`config.mk`:
```
export PLATFORM = sky130hd
export DESIGN_NAME = vga_sync_decoder
export DESIGN_NICKNAME = d
export VERILOG_FILES = /design/src/rtl/vga_sync_decoder.sv
export SDC_FILE = /design/constraint.sdc
export NUM_CORES = 1
export LEC_CHECK = 0
export CAP_MARGIN = 10
export CORE_ASPECT_RATIO = 0.5
export CORE_MARGIN = 5
export CORE_UTILIZATION = 38
export DETAILED_ROUTE_END_ITERATION = 8
export PLACE_DENSITY_LB_ADDON = 0.12
export SYNTH_ARGS = -nofsm -noshare
export SYNTH_HDL_FRONTEND = slang
export SYNTH_SLANG_ARGS = --single-unit
```
`constraint.sdc`:
```
create_clock -name clk -period 4.6 [get_ports clk]
set_clock_uncertainty 0.1 [all_clocks]
set_input_delay 0.92 -clock clk [delete_from_list [all_inputs] [get_ports clk]]
set_output_delay 0.92 -clock clk [all_outputs]
set_load 0.02 [all_outputs]
```
`src/rtl/vga_sync_decoder.sv`:
```
// Purpose : recovers VGA line/frame timing from active-low Hsync/Vsync, qualifies lock, regenerates pixel coordinates and DE.
// Latency : sync pin edge -> internal fall pulse 2 clk; counters -> de/pix_x/pix_y 1 clk; lock loss -> sync_err same edge, locked low 1 clk later.
// Backpressure: none; free-running pixel-rate stream, consumers must accept every clock.
//
// Ports:
//   clk, reset          pixel clock, asynchronous active-low reset
//   hsync_in, vsync_in  asynchronous active-low sync pulses
//   pix_x, pix_y        active-area coordinates (0 outside the active window)
//   de, locked          data enable (locked and in window), timing lock
//   line_len            clocks between the last two Hsync falling edges
//   frame_lines         Hsync falls between the last two Vsync falling edges
//   sync_err            single-cycle pulse when lock is lost
module vga_sync_decoder #(
    parameter int H_ACT_START = 144,
    parameter int H_ACTIVE    = 640,
    parameter int V_ACT_START = 35,
    parameter int V_ACTIVE    = 480,
    parameter int LOCK_FRAMES = 2
) (
    input  logic        clk,
    input  logic        reset,
    input  logic        hsync_in,
    input  logic        vsync_in,
    output logic [9:0]  pix_x,
    output logic [9:0]  pix_y,
    output logic        de,
    output logic        locked,
    output logic [11:0] line_len,
    output logic [10:0] frame_lines,
    output logic        sync_err
);

    typedef enum logic [1:0] {SEARCH, CHECK, LOCKED} state_t;

    localparam logic [11:0] H_LO   = 12'(H_ACT_START);
    localparam logic [11:0] H_HI   = 12'(H_ACT_START + H_ACTIVE);
    localparam logic [10:0] V_LO   = 11'(V_ACT_START);
    localparam logic [10:0] V_HI   = 11'(V_ACT_START + V_ACTIVE);
    localparam logic [2:0]  LOCK_N = 3'(LOCK_FRAMES);

    logic        hs_meta_q, hs_sync_q, hs_dly_q;
    logic        vs_meta_q, vs_sync_q, vs_dly_q;
    logic        hs_fall, vs_fall;

    logic [11:0] hcnt_q, hcnt_d, hcnt_meas;
    logic [11:0] line_len_q, line_len_d;
    logic [11:0] ref_line_q, ref_line_d;
    logic [10:0] vcnt_q, vcnt_d, vcnt_inc, frame_cap;
    logic [10:0] frame_lines_q, frame_lines_d;
    logic [10:0] ref_frame_q, ref_frame_d;
    logic [2:0]  good_cnt_q, good_cnt_d;
    logic        bad_q, bad_d;
    state_t      state_q, state_d;
    logic        sync_err_q, sync_err_d;
    logic        locked_q;
    logic        de_q, de_d;
    logic [9:0]  pix_x_q, pix_x_d, pix_y_q, pix_y_d;
    logic        line_mis, hs_lost, h_act, v_act;

    // Synchronizers idle high so that reset release never looks like a sync edge.
    always_ff @(posedge clk or negedge reset) begin
        if (!reset) begin
            hs_meta_q <= 1'b1;
            hs_sync_q <= 1'b1;
            hs_dly_q  <= 1'b1;
            vs_meta_q <= 1'b1;
            vs_sync_q <= 1'b1;
            vs_dly_q  <= 1'b1;
        end else begin
            hs_meta_q <= hsync_in;
            hs_sync_q <= hs_meta_q;
            hs_dly_q  <= hs_sync_q;
            vs_meta_q <= vsync_in;
            vs_sync_q <= vs_meta_q;
            vs_dly_q  <= vs_sync_q;
        end
    end

    assign hs_fall = hs_dly_q & ~hs_sync_q;
    assign vs_fall = vs_dly_q & ~vs_sync_q;

    // Measurement counters. hcnt_meas is the length of the line ending now;
    // frame_cap counts a coincident Hsync fall as the last line of the frame.
    always_comb begin
        hcnt_meas     = (hcnt_q == 12'hFFF) ? hcnt_q : hcnt_q + 12'd1;
        vcnt_inc      = (vcnt_q == 11'h7FF) ? vcnt_q : vcnt_q + 11'd1;
        frame_cap     = hs_fall ? vcnt_inc : vcnt_q;
        hcnt_d        = hs_fall ? 12'd0 : hcnt_meas;
        line_len_d    = hs_fall ? hcnt_meas : line_len_q;
        vcnt_d        = vs_fall ? 11'd0 : (hs_fall ? vcnt_inc : vcnt_q);
        frame_lines_d = vs_fall ? frame_cap : frame_lines_q;
        line_mis      = hs_fall && (hcnt_meas != ref_line_q);
        hs_lost       = (hcnt_q == 12'hFFF);
    end

    // Lock qualification.
    always_comb begin
        state_d     = state_q;
        ref_line_d  = ref_line_q;
        ref_frame_d = ref_frame_q;
        good_cnt_d  = good_cnt_q;
        bad_d       = bad_q;
        sync_err_d  = 1'b0;
        case (state_q)
            SEARCH: begin
                // A zero line length means no Hsync yet: nothing to reference.
                if (vs_fall && line_len_q != 12'd0) begin
                    ref_line_d  = line_len_q;
                    ref_frame_d = frame_cap;
                    good_cnt_d  = 3'd0;
                    bad_d       = 1'b0;
                    state_d     = CHECK;
                end
            end
            CHECK: begin
                bad_d = bad_q | line_mis;
                if (hs_lost) begin
                    state_d = SEARCH;
                end else if (vs_fall) begin
                    bad_d = 1'b0;
                    if (frame_cap == ref_frame_q && !(bad_q || line_mis)) begin
                        good_cnt_d = good_cnt_q + 3'd1;
                        if (good_cnt_d >= LOCK_N) begin
                            state_d = LOCKED;
                        end
                    end else begin
                        state_d = SEARCH;
                    end
                end
            end
            LOCKED: begin
                if (line_mis || hs_lost || (vs_fall && frame_cap != ref_frame_q)) begin
                    state_d    = SEARCH;
                    sync_err_d = 1'b1;
                end
            end
            default: state_d = SEARCH;
        endcase
    end

    // Output window is qualified by the registered lock flag, so DE trails
    // the state machine by one clock in both directions.
    always_comb begin
        h_act   = (hcnt_q >= H_LO) && (hcnt_q < H_HI);
        v_act   = (vcnt_q >= V_LO) && (vcnt_q < V_HI);
        de_d    = locked_q && h_act && v_act;
        pix_x_d = de_d ? 10'(hcnt_q - H_LO) : 10'd0;
        pix_y_d = de_d ? 10'(vcnt_q - V_LO) : 10'd0;
    end

    always_ff @(posedge clk or negedge reset) begin
        if (!reset) begin
            state_q <= SEARCH;
        end else begin
            state_q <= state_d;
        end
    end

    always_ff @(posedge clk or negedge reset) begin
        if (!reset) begin
            hcnt_q        <= 12'd0;
            vcnt_q        <= 11'd0;
            line_len_q    <= 12'd0;
            frame_lines_q <= 11'd0;
            ref_line_q    <= 12'd0;
            ref_frame_q   <= 11'd0;
            good_cnt_q    <= 3'd0;
            bad_q         <= 1'b0;
            sync_err_q    <= 1'b0;
            locked_q      <= 1'b0;
            de_q          <= 1'b0;
            pix_x_q       <= 10'd0;
            pix_y_q       <= 10'd0;
        end else begin
            hcnt_q        <= hcnt_d;
            vcnt_q        <= vcnt_d;
            line_len_q    <= line_len_d;
            frame_lines_q <= frame_lines_d;
            ref_line_q    <= ref_line_d;
            ref_frame_q   <= ref_frame_d;
            good_cnt_q    <= good_cnt_d;
            bad_q         <= bad_d;
            sync_err_q    <= sync_err_d;
            locked_q      <= (state_q == LOCKED);
            de_q          <= de_d;
            pix_x_q       <= pix_x_d;
            pix_y_q       <= pix_y_d;
        end
    end

    assign pix_x       = pix_x_q;
    assign pix_y       = pix_y_q;
    assign de          = de_q;
    assign locked      = locked_q;
    assign line_len    = line_len_q;
    assign frame_lines = frame_lines_q;
    assign sync_err    = sync_err_q;

endmodule

```
==> results of run 1 <==
## worst reg2reg max path, cell delays in order, from the launching register on
cell       delay, ns
dfrtp_1         0.55
ha_1            0.29
nand4_4         0.17
nor3_4          0.67
nor3_4          0.12
xor2_1          0.18
a2111oi_2       0.49
a41oi_2         0.32
or4b_1          0.57
a31o_1          0.22
## through the flow
step	hold WS, ns	cells	setup slack (ns)	power, mW	util
5_1_grt	0.261	782	0.539	2.57	0.458
3_5_place_dp	0.247	766	0.816	1.72	0.437
2_1_floorplan	0.245	551	1.47	1.52	-
6_report	0.258	782	0.808	2.44	0.458
4_1_cts	0.258	782	0.806	2.47	0.458
3_3_place_gp	0.246	766	0.912	1.72	0.437
## power breakdown
part | total, mW | internal [mW] | leakage (nW) | switching [mW]
clock | 0.740 | 0.401 | 0.136 | 0.339
combinational | 0.584 | 0.244 | 1.16 | 0.340
sequential | 1.11 | 0.998 | 1.41 | 0.113
## flip-flops by register name, indices dropped and copies added (netlist names)
name and flops:
bad_q 1, de 1, frame_lines 11, good_cnt_q 3, hcnt_q 12, hs_dly_q 1
hs_meta_q 1, hs_sync_q 1, line_len 12, locked 1, pix_x 10, pix_y 10
ref_frame_q 11, ref_line_q 12, state_q 2, sync_err 1, vcnt_q 11, vs_dly_q 1
vs_meta_q 1, vs_sync_q 1
## layout make-up
| class | count | area, sq um | share of cell area |
|---|---|---|---|
| clock buffers | 13 | 260 | 0.0412 |
| clock inverters | 3 | 25.0 | 0.00396 |
| inverters | 20 | 75.1 | 0.0119 |
| multi-input cells | 394 | 2570 | 0.407 |
| flip-flops and latches | 104 | 2610 | 0.413 |
| well taps | 192 | 240 | 0.0380 |
| repair buffers | 56 | 541 | 0.0855 |
## placed cells by master (no fill, tap or decap), drive strengths merged, types with 5 or more instances in the layout
| cell type | netlist | final |
|---|---|---|
| dfrtp | 98 | 98 |
| nand2 | 61 | 61 |
| nor2 | 58 | 58 |
| o21ai | 50 | 50 |
| clkdlybuf4s50 | 0 | 48 |
| xnor2 | 28 | 28 |
| inv | 20 | 21 |
| a21oi | 16 | 16 |
| nor3 | 15 | 15 |
| mux2 | 13 | 13 |
| nor4 | 13 | 13 |
| clkbuf | 14 | 13 |
| nand3 | 11 | 11 |
| nand4 | 11 | 11 |
| xor2 | 10 | 10 |
| nand2b | 9 | 9 |
| ha | 8 | 8 |
| buf | 19 | 8 |
| nor2b | 7 | 7 |
| a31oi | 7 | 7 |
| mux2i | 6 | 6 |
| dfstp | 6 | 6 |
| and2 | 6 | 6 |
| or2 | 5 | 5 |
| or4 | 5 | 5 |
| a2111oi | 5 | 5 |
## layer usage
| metal | global-route usage | vias to the layer above | part of all wire |
|---|---|---|---|
| met5 | 0 | - | 0 |
| met4 | 0.0469 | 0 | 0.017 |
| met3 | 0.0350 | 22 | 0.034 |
| met2 | 0.258 | 64 | 0.45 |
| met1 | 0.228 | 1951 | 0.50 |
| li1 | - | 2007 | - |
## worst max path at each step
stage	endpoint	slack [ns]	cells after the start
2_1_floorplan	good_cnt_q[2]	1.47	10
3_3_place_gp	good_cnt_q[2]	0.91	9
3_5_place_dp	good_cnt_q[2]	0.82	9
4_1_cts	good_cnt_q[2]	0.81	9
5_1_grt	good_cnt_q[2]	0.54	9
6_report	good_cnt_q[2]	0.81	9
## cell families after synthesis
logic type      Yosys count  share of synthesized area
simple gates            224                      0.225
compound gates          105                      0.127
flops                   104                      0.478
buf+inv                  53                     0.0509
xor+xnor                 38                     0.0637
mux                      19                     0.0378
fa+ha+maj                 8                     0.0183
==> out/results.ini, run 1 <==
[placed_design]
place_congestion=0.856
hpwl_mm=9.61
placed_area_sq_um=6040
port_buffers=49

[setup_path]
cp-startpoint=hcnt_q[4]
crit_slowest_cell=nor3_4
r2r-end=good_cnt_q[2]
reg2reg_slack_ns=0.81
max_stage_delay_ns=0.67
crit_path_start_kind=flip-flop
critPathKind=flip-flop to flip-flop
r2r_start=hcnt_q[4]
r2r_cells=9
timing.critical_path.to_type=flip-flop
path_cells=ha_1, nand4_4, nor3_4, nor3_4, xor2_1, a2111oi_2, a41oi_2, or4b_1, a31o_1
crit_fanout=16
crit_path_frequent_cell=nor3_4
arrival_ns=3.92
required_ns=4.73
critPathBufInv=0
path_delay_family=simple AND/OR/NAND/NOR gates

[global_routing]
grt_usage=0.163
grt_pass1_vias=4126
grt_pass1_wl_mm=22.3
antenna_found_initial=0
grt_max_degree=45
overflow=0

[routing]
drcViolationCount=0
wl_per_cell_microns=16.8
routed_via_density=5.17
vias=4044
antenna_left=0
drt_iter0_markers=283
drt_wl_total_mm=13.1
first_pass_iters=4

[hold_path]
hold_depth=0
hold_class=flip-flop to flip-flop
hp-start=vs_meta_q
whs_endpoint=vs_sync_q

[yosys]
synth_seq_cells=104
synth_most_common_cell=dfrtp_1
synth_top_area_frac=0.449
ys.flop_type=dfrtp_1
syn_inst=551
synth-edff-count=0
syn_area_per_cell_sq_um=9.91
synth_area_leaders=dfrtp_1 (45%), o21ai_0 (4.6%), xnor2_1 (4.3%)
synth_cell_types=75
netlist_top_cells_count=dfrtp_1 (98), nand2_1 (61), nor2_1 (57)
synth_top_area_cell=dfrtp_1
async_flop_share=1.00
syn-num-nets=563
synth_seq_area_share=0.478
syn-cell-area_sq_um=5460
yosysWarningCount=0

[power]
powerDensity_nw_per_um2=385
peakVddDrop_mv=0.176
p_leak_nw=2.70

[timing]
slew_viol_final=0
fmax_mhz=264
setup_tns_ns=0
rsz0062_at_grt=false
final-hold-violation-count=0
setup_viol=0
worst_slew_pin_slew_ns=0.981
final.period_utilization=0.824
period_minus_slack_ns=3.79
max_slew_margin=0.329

[floorplanning]
row_count=30
num_io_pins=50
fp.coreArea_sq_um=13800
die-width_microns=180
die_h_microns=94.8
die-area_sq_um=17000
start_util=0.395

[clocking]
clock-sinks=104
clk_latency_ns=0.35
cts_buffers=9
h-tree-depth=3
clk_pin_slew_worst_paths_ns=0.07
ctsResizeCount=0
cts_setup_buffers=0
cts_hold_buf=0
cts_root_buf=clkbuf_16
cts_buffer_depth=2
tritoncts=yes

[job]
cap_violations=0

[status]
outcome=finished, final reports clean

[final_layout]
fillCellCount=1369
fin_area_sq_um=6320
synthToLayoutAreaGrowth_pct=15.8
final_nets=597
diodes=0
final_layout_size_suffix_gt1_frac=0.119

Power figures use the tool's default switching activity.
==> run 2: changes to the inputs <==
clock period = 3.6 ns   (was 4.6 ns; I/O delays follow)
==> out/results.ini, run 2 (synthesis gave the netlist of run 1 again) <==
[final_layout]
synthToLayoutAreaGrowth_pct=19.3
final_layout_size_suffix_gt1_frac=0.151
fin_cells=800
final_common_cell=dfrtp_1
diodes=0
final_nets=615
final_cell_mix=dfrtp_1 (97), nand2_1 (61), nor2_1 (57), o21ai_0 (50), clkdlybuf4s50_1 (48)
fillCellCount=1332

[setup_path]
arrival_ns=3.53
r2r-end=good_cnt_q[2]
crit_end=good_cnt_q[2]
cp-startpoint=hs_dly_q
required_ns=3.74
timing.critical_path.to_type=flip-flop
reg2reg_slack_ns=0.21
crit_path_start_kind=flip-flop
r2r_cells=8
crit_fanout=6
r2r_start=hs_dly_q
critPathKind=flip-flop to flip-flop

[timing]
max_slew_margin=0.495
setup_tns_ns=0
worst_slew_pin_slew_ns=0.757
fmax_mhz=295
rsz0062_at_grt=false
period_minus_slack_ns=3.39
slew_viol_final=0
worst_slack_ns=0.213
setup_viol=0
final.period_utilization=0.941
final-hold-violation-count=0

[clocking]
cts_root_buf=clkbuf_16
clk_pin_slew_worst_paths_ns=0.07
tritoncts=yes
h-tree-depth=3
clock-sinks=104
clk_latency_ns=0.35
cts_setup_buffers=0
cts_buffer_depth=2
cts_buffers=9

[global_routing]
grt_pass1_wl_mm=22.3
antenna_found_initial=0
overflow=0
grt_pass1_vias=4064
grt_max_degree=59
grt_usage=0.164

[placed_design]
place_congestion=0.874
place_worst_setup_slack_ns=0.133
hpwl_mm=9.73
dp_cells=784
port_buffers=49

[power]
peakVddDrop_mv=0.226
powerDensity_nw_per_um2=502
power.total_mw=3.27
p_leak_nw=2.82

[routing]
drt_iter0_markers=364
wl_per_cell_microns=16.7
antenna_left=0
drt_wl_total_mm=13.3
first_pass_iters=5
routed_via_density=5.15
drcViolationCount=0
vias=4120

[floorplanning]
num_io_pins=50
row_count=30
fp.coreArea_sq_um=13800
start_util=0.395
die-area_sq_um=17000
die_h_microns=94.8
die-width_microns=180

[status]
outcome=finished, final reports clean

[job]
cap_violations=0

[hold_path]
hold_class=flip-flop to flip-flop
hp-start=vs_meta_q

run 2: worst min-delay path by stage:
stage               slack (ns)  cells past startpoint   endpoint
CTS                       0.26                      0  vs_sync_q
global route              0.27                      0  hs_sync_q
finish                    0.26                      0  vs_sync_q
detailed placement        0.25                      0  vs_sync_q
floorplan                 0.25                      0  hs_sync_q
global placement          0.25                      0  vs_sync_q
run 2: area by class of cell:
cell class | instances | area, sq um | area share
flip-flops and latches | 104 | 2610 | 0.401
multi-input cells | 394 | 2590 | 0.398
repair buffers | 74 | 676 | 0.104
clock buffers | 11 | 243 | 0.0373
well taps | 192 | 240 | 0.0369
clock inverters | 5 | 78.8 | 0.0121
inverters | 20 | 75.1 | 0.0115
run 2: critical path: stages (launching register included):
cell and delay, ns:
dfstp_2 0.60, nand4b_1 0.23, a311oi_1 0.44, nor3_1 0.11, nor4b_2 0.33, nand4_1 0.21
or4_4 0.55, or4b_1 0.48, a31o_1 0.22
run 2: per-stage QoR:
step / area [sq um] / util / hold WS [ns]
after CTS: 6490 / 0.470 / 0.260
after floorplan: 5460 / - / 0.245
after global placement: 6170 / 0.447 / 0.246
final: 6510 / 0.471 / 0.259
after detailed placement: 6170 / 0.447 / 0.249
after global routing: 6510 / 0.471 / 0.268
run 2: per-layer routing:
layer / track usage / part of all wire
met5: 0 / 0
met4: 0.0387 / 0.0094
met3: 0.0366 / 0.039
met2: 0.260 / 0.45
met1: 0.231 / 0.50
run 2: repair_timing:
action / CTS / global route
gates resized for setup: 0 / 4
setup endpoints to repair: 0 / 2
hold buffers: 0 / 0
run 2: power breakdown:
part / total [mW] / internal, mW / switching (mW)
sequential: 1.40 / 1.28 / 0.128
clock: 1.08 / 0.630 / 0.447
combinational: 0.786 / 0.332 / 0.454
total: 3.27 / 2.24 / 1.03
==> run 3: changes to the inputs <==
CORE_UTILIZATION = 40   (was 38)
==> out/results.ini, run 3 (synthesis gave the netlist of run 1 again) <==
[timing]
worst_slew_pin_slew_ns=1.09
period_minus_slack_ns=3.34
setup_viol=0
max_slew_margin=0.272
setup_tns_ns=0
final-hold-violation-count=0
slew_viol_final=0
rsz0062_at_grt=false
final.period_utilization=0.928
fmax_mhz=299

[setup_path]
max_stage_delay_ns=0.55
required_ns=3.74
path_cells=ha_1, and3b_4, a41oi_2, xnor2_1, nor4b_2, nand4_1, or4_4, or4b_1, a31o_1
crit_fanout=8
timing.critical_path.to_type=flip-flop
path_delay_family=simple AND/OR/NAND/NOR gates
crit_path_start_kind=flip-flop
crit_slowest_cell=or4_4
critPathBufInv=0
critPathKind=flip-flop to flip-flop
cp.depth=9
r2r_cells=9
arrival_ns=3.48

[global_routing]
grt_use_met1=0.240
grt_pass1_wl_mm=22.2
grt_busiest_layer=met2
use_met2=0.274
grt_usage=0.171
overflow=0
grt_max_degree=60
grt_pass1_vias=4078
grt_util_met3=0.0347
antenna_found_initial=0

[power]
p_leak_nw=2.82
combinationalPowerShare=0.245
power.total_mw=3.22
pwr-share-seq=0.435
power_frac_clock=0.321
powerDensity_nw_per_um2=495
switching_share=0.320
cellInternalPower_mw=2.19
switchingPower_mw=1.03
peakVddDrop_mv=0.252

[clocking]
tritoncts=yes
clock-sinks=104
ctsResizeCount=0
clk_latency_ns=0.35
cts_buffer_depth=2
clk_pin_slew_worst_paths_ns=0.07
h-tree-depth=3
cts_root_buf=clkbuf_16
cts_setup_buffers=0
cts_buffers=9
cts_hold_buf=0

[final_layout]
synthToLayoutAreaGrowth_pct=19.0
diodes=0
final_nets=618
final_cell_mix=dfrtp_1 (98), nand2_1 (61), nor2_1 (57), o21ai_0 (50), clkdlybuf4s50_1 (48)
final_common_cell=dfrtp_1
final_layout_size_suffix_gt1_frac=0.151

[hold_path]
hold_class=flip-flop to flip-flop
hold_depth=0

[placed_design]
port_buffers=49
place_congestion=0.904
hpwl_mm=9.69

[floorplanning]
num_io_pins=50
die-width_microns=175
start_util=0.405
die-area_sq_um=16200
fp.coreArea_sq_um=13500
row_count=30
die_h_microns=92.6

[status]
outcome=finished, final reports clean

[routing]
drt_wl_total_mm=13.3
routed_via_density=5.26
wl_per_cell_microns=16.9
antenna_left=0
drcViolationCount=0
drt_iter0_markers=301
first_pass_iters=5
vias=4137

[job]
cap_violations=0

-- run 3: cell types whose count changed in the layout (fill, tap and decap cells not counted), sizes merged --
cell,change
clkinv,-1
bufinv,-1
clkinvlp,+1
buf,+3
clkbuf,+1
-- run 3: cell type report --
class,count,area [sq um]
flip-flops and latches,104,2610
well taps,176,220
repair buffers,77,711
inverters,20,75.1
clock inverters,4,51.3
clock buffers,12,256
multi-input cells,394,2570
fillers,1263,6980
-- run 3: final timing paths --
check,startpoint,endpoint,slack (ns)
worst max register to register,vcnt_q[0],good_cnt_q[2],0.26
worst min register to register,vs_meta_q,vs_sync_q,0.26
worst max-delay path,vcnt_q[0],good_cnt_q[2],0.26
min in group asynchronous,reset,frame_lines[2],0.27
worst min-delay path,vs_meta_q,vs_sync_q,0.26
max in group asynchronous,reset,hcnt_q[5],2.39
-- run 3: per-stage QoR --
stage	setup WS [ns]	hold slack [ns]	area [sq um]	util	std cells
after floorplan	0.469	0.245	5460	-	551
after global placement	0.258	0.245	6190	0.459	771
after detailed placement	0.277	0.248	6190	0.459	771
after CTS	0.267	0.259	6490	0.482	787
after global routing	0.0621	0.265	6490	0.482	787
final	0.259	0.259	6490	0.482	787
-- run 3: power groups by stage --
stage | registers (mW) | clock network, mW | logic [mW]
after detailed placement | 1.42 | 0 | 0.794
after global placement | 1.42 | 0 | 0.794
after global routing | 1.41 | 1.11 | 0.878
after CTS | 1.40 | 1.06 | 0.798
after floorplan | 1.41 | 0 | 0.531
final | 1.40 | 1.03 | 0.787
-- run 3: per-layer routing --
metal  up-vias  part of all wire  wire (microns)
met1      1993              0.50            6670
li1       2040                 -               -
met2        94              0.45            5990
met4         0            0.0095             126
met5         -                 0               0
met3        10             0.037             488
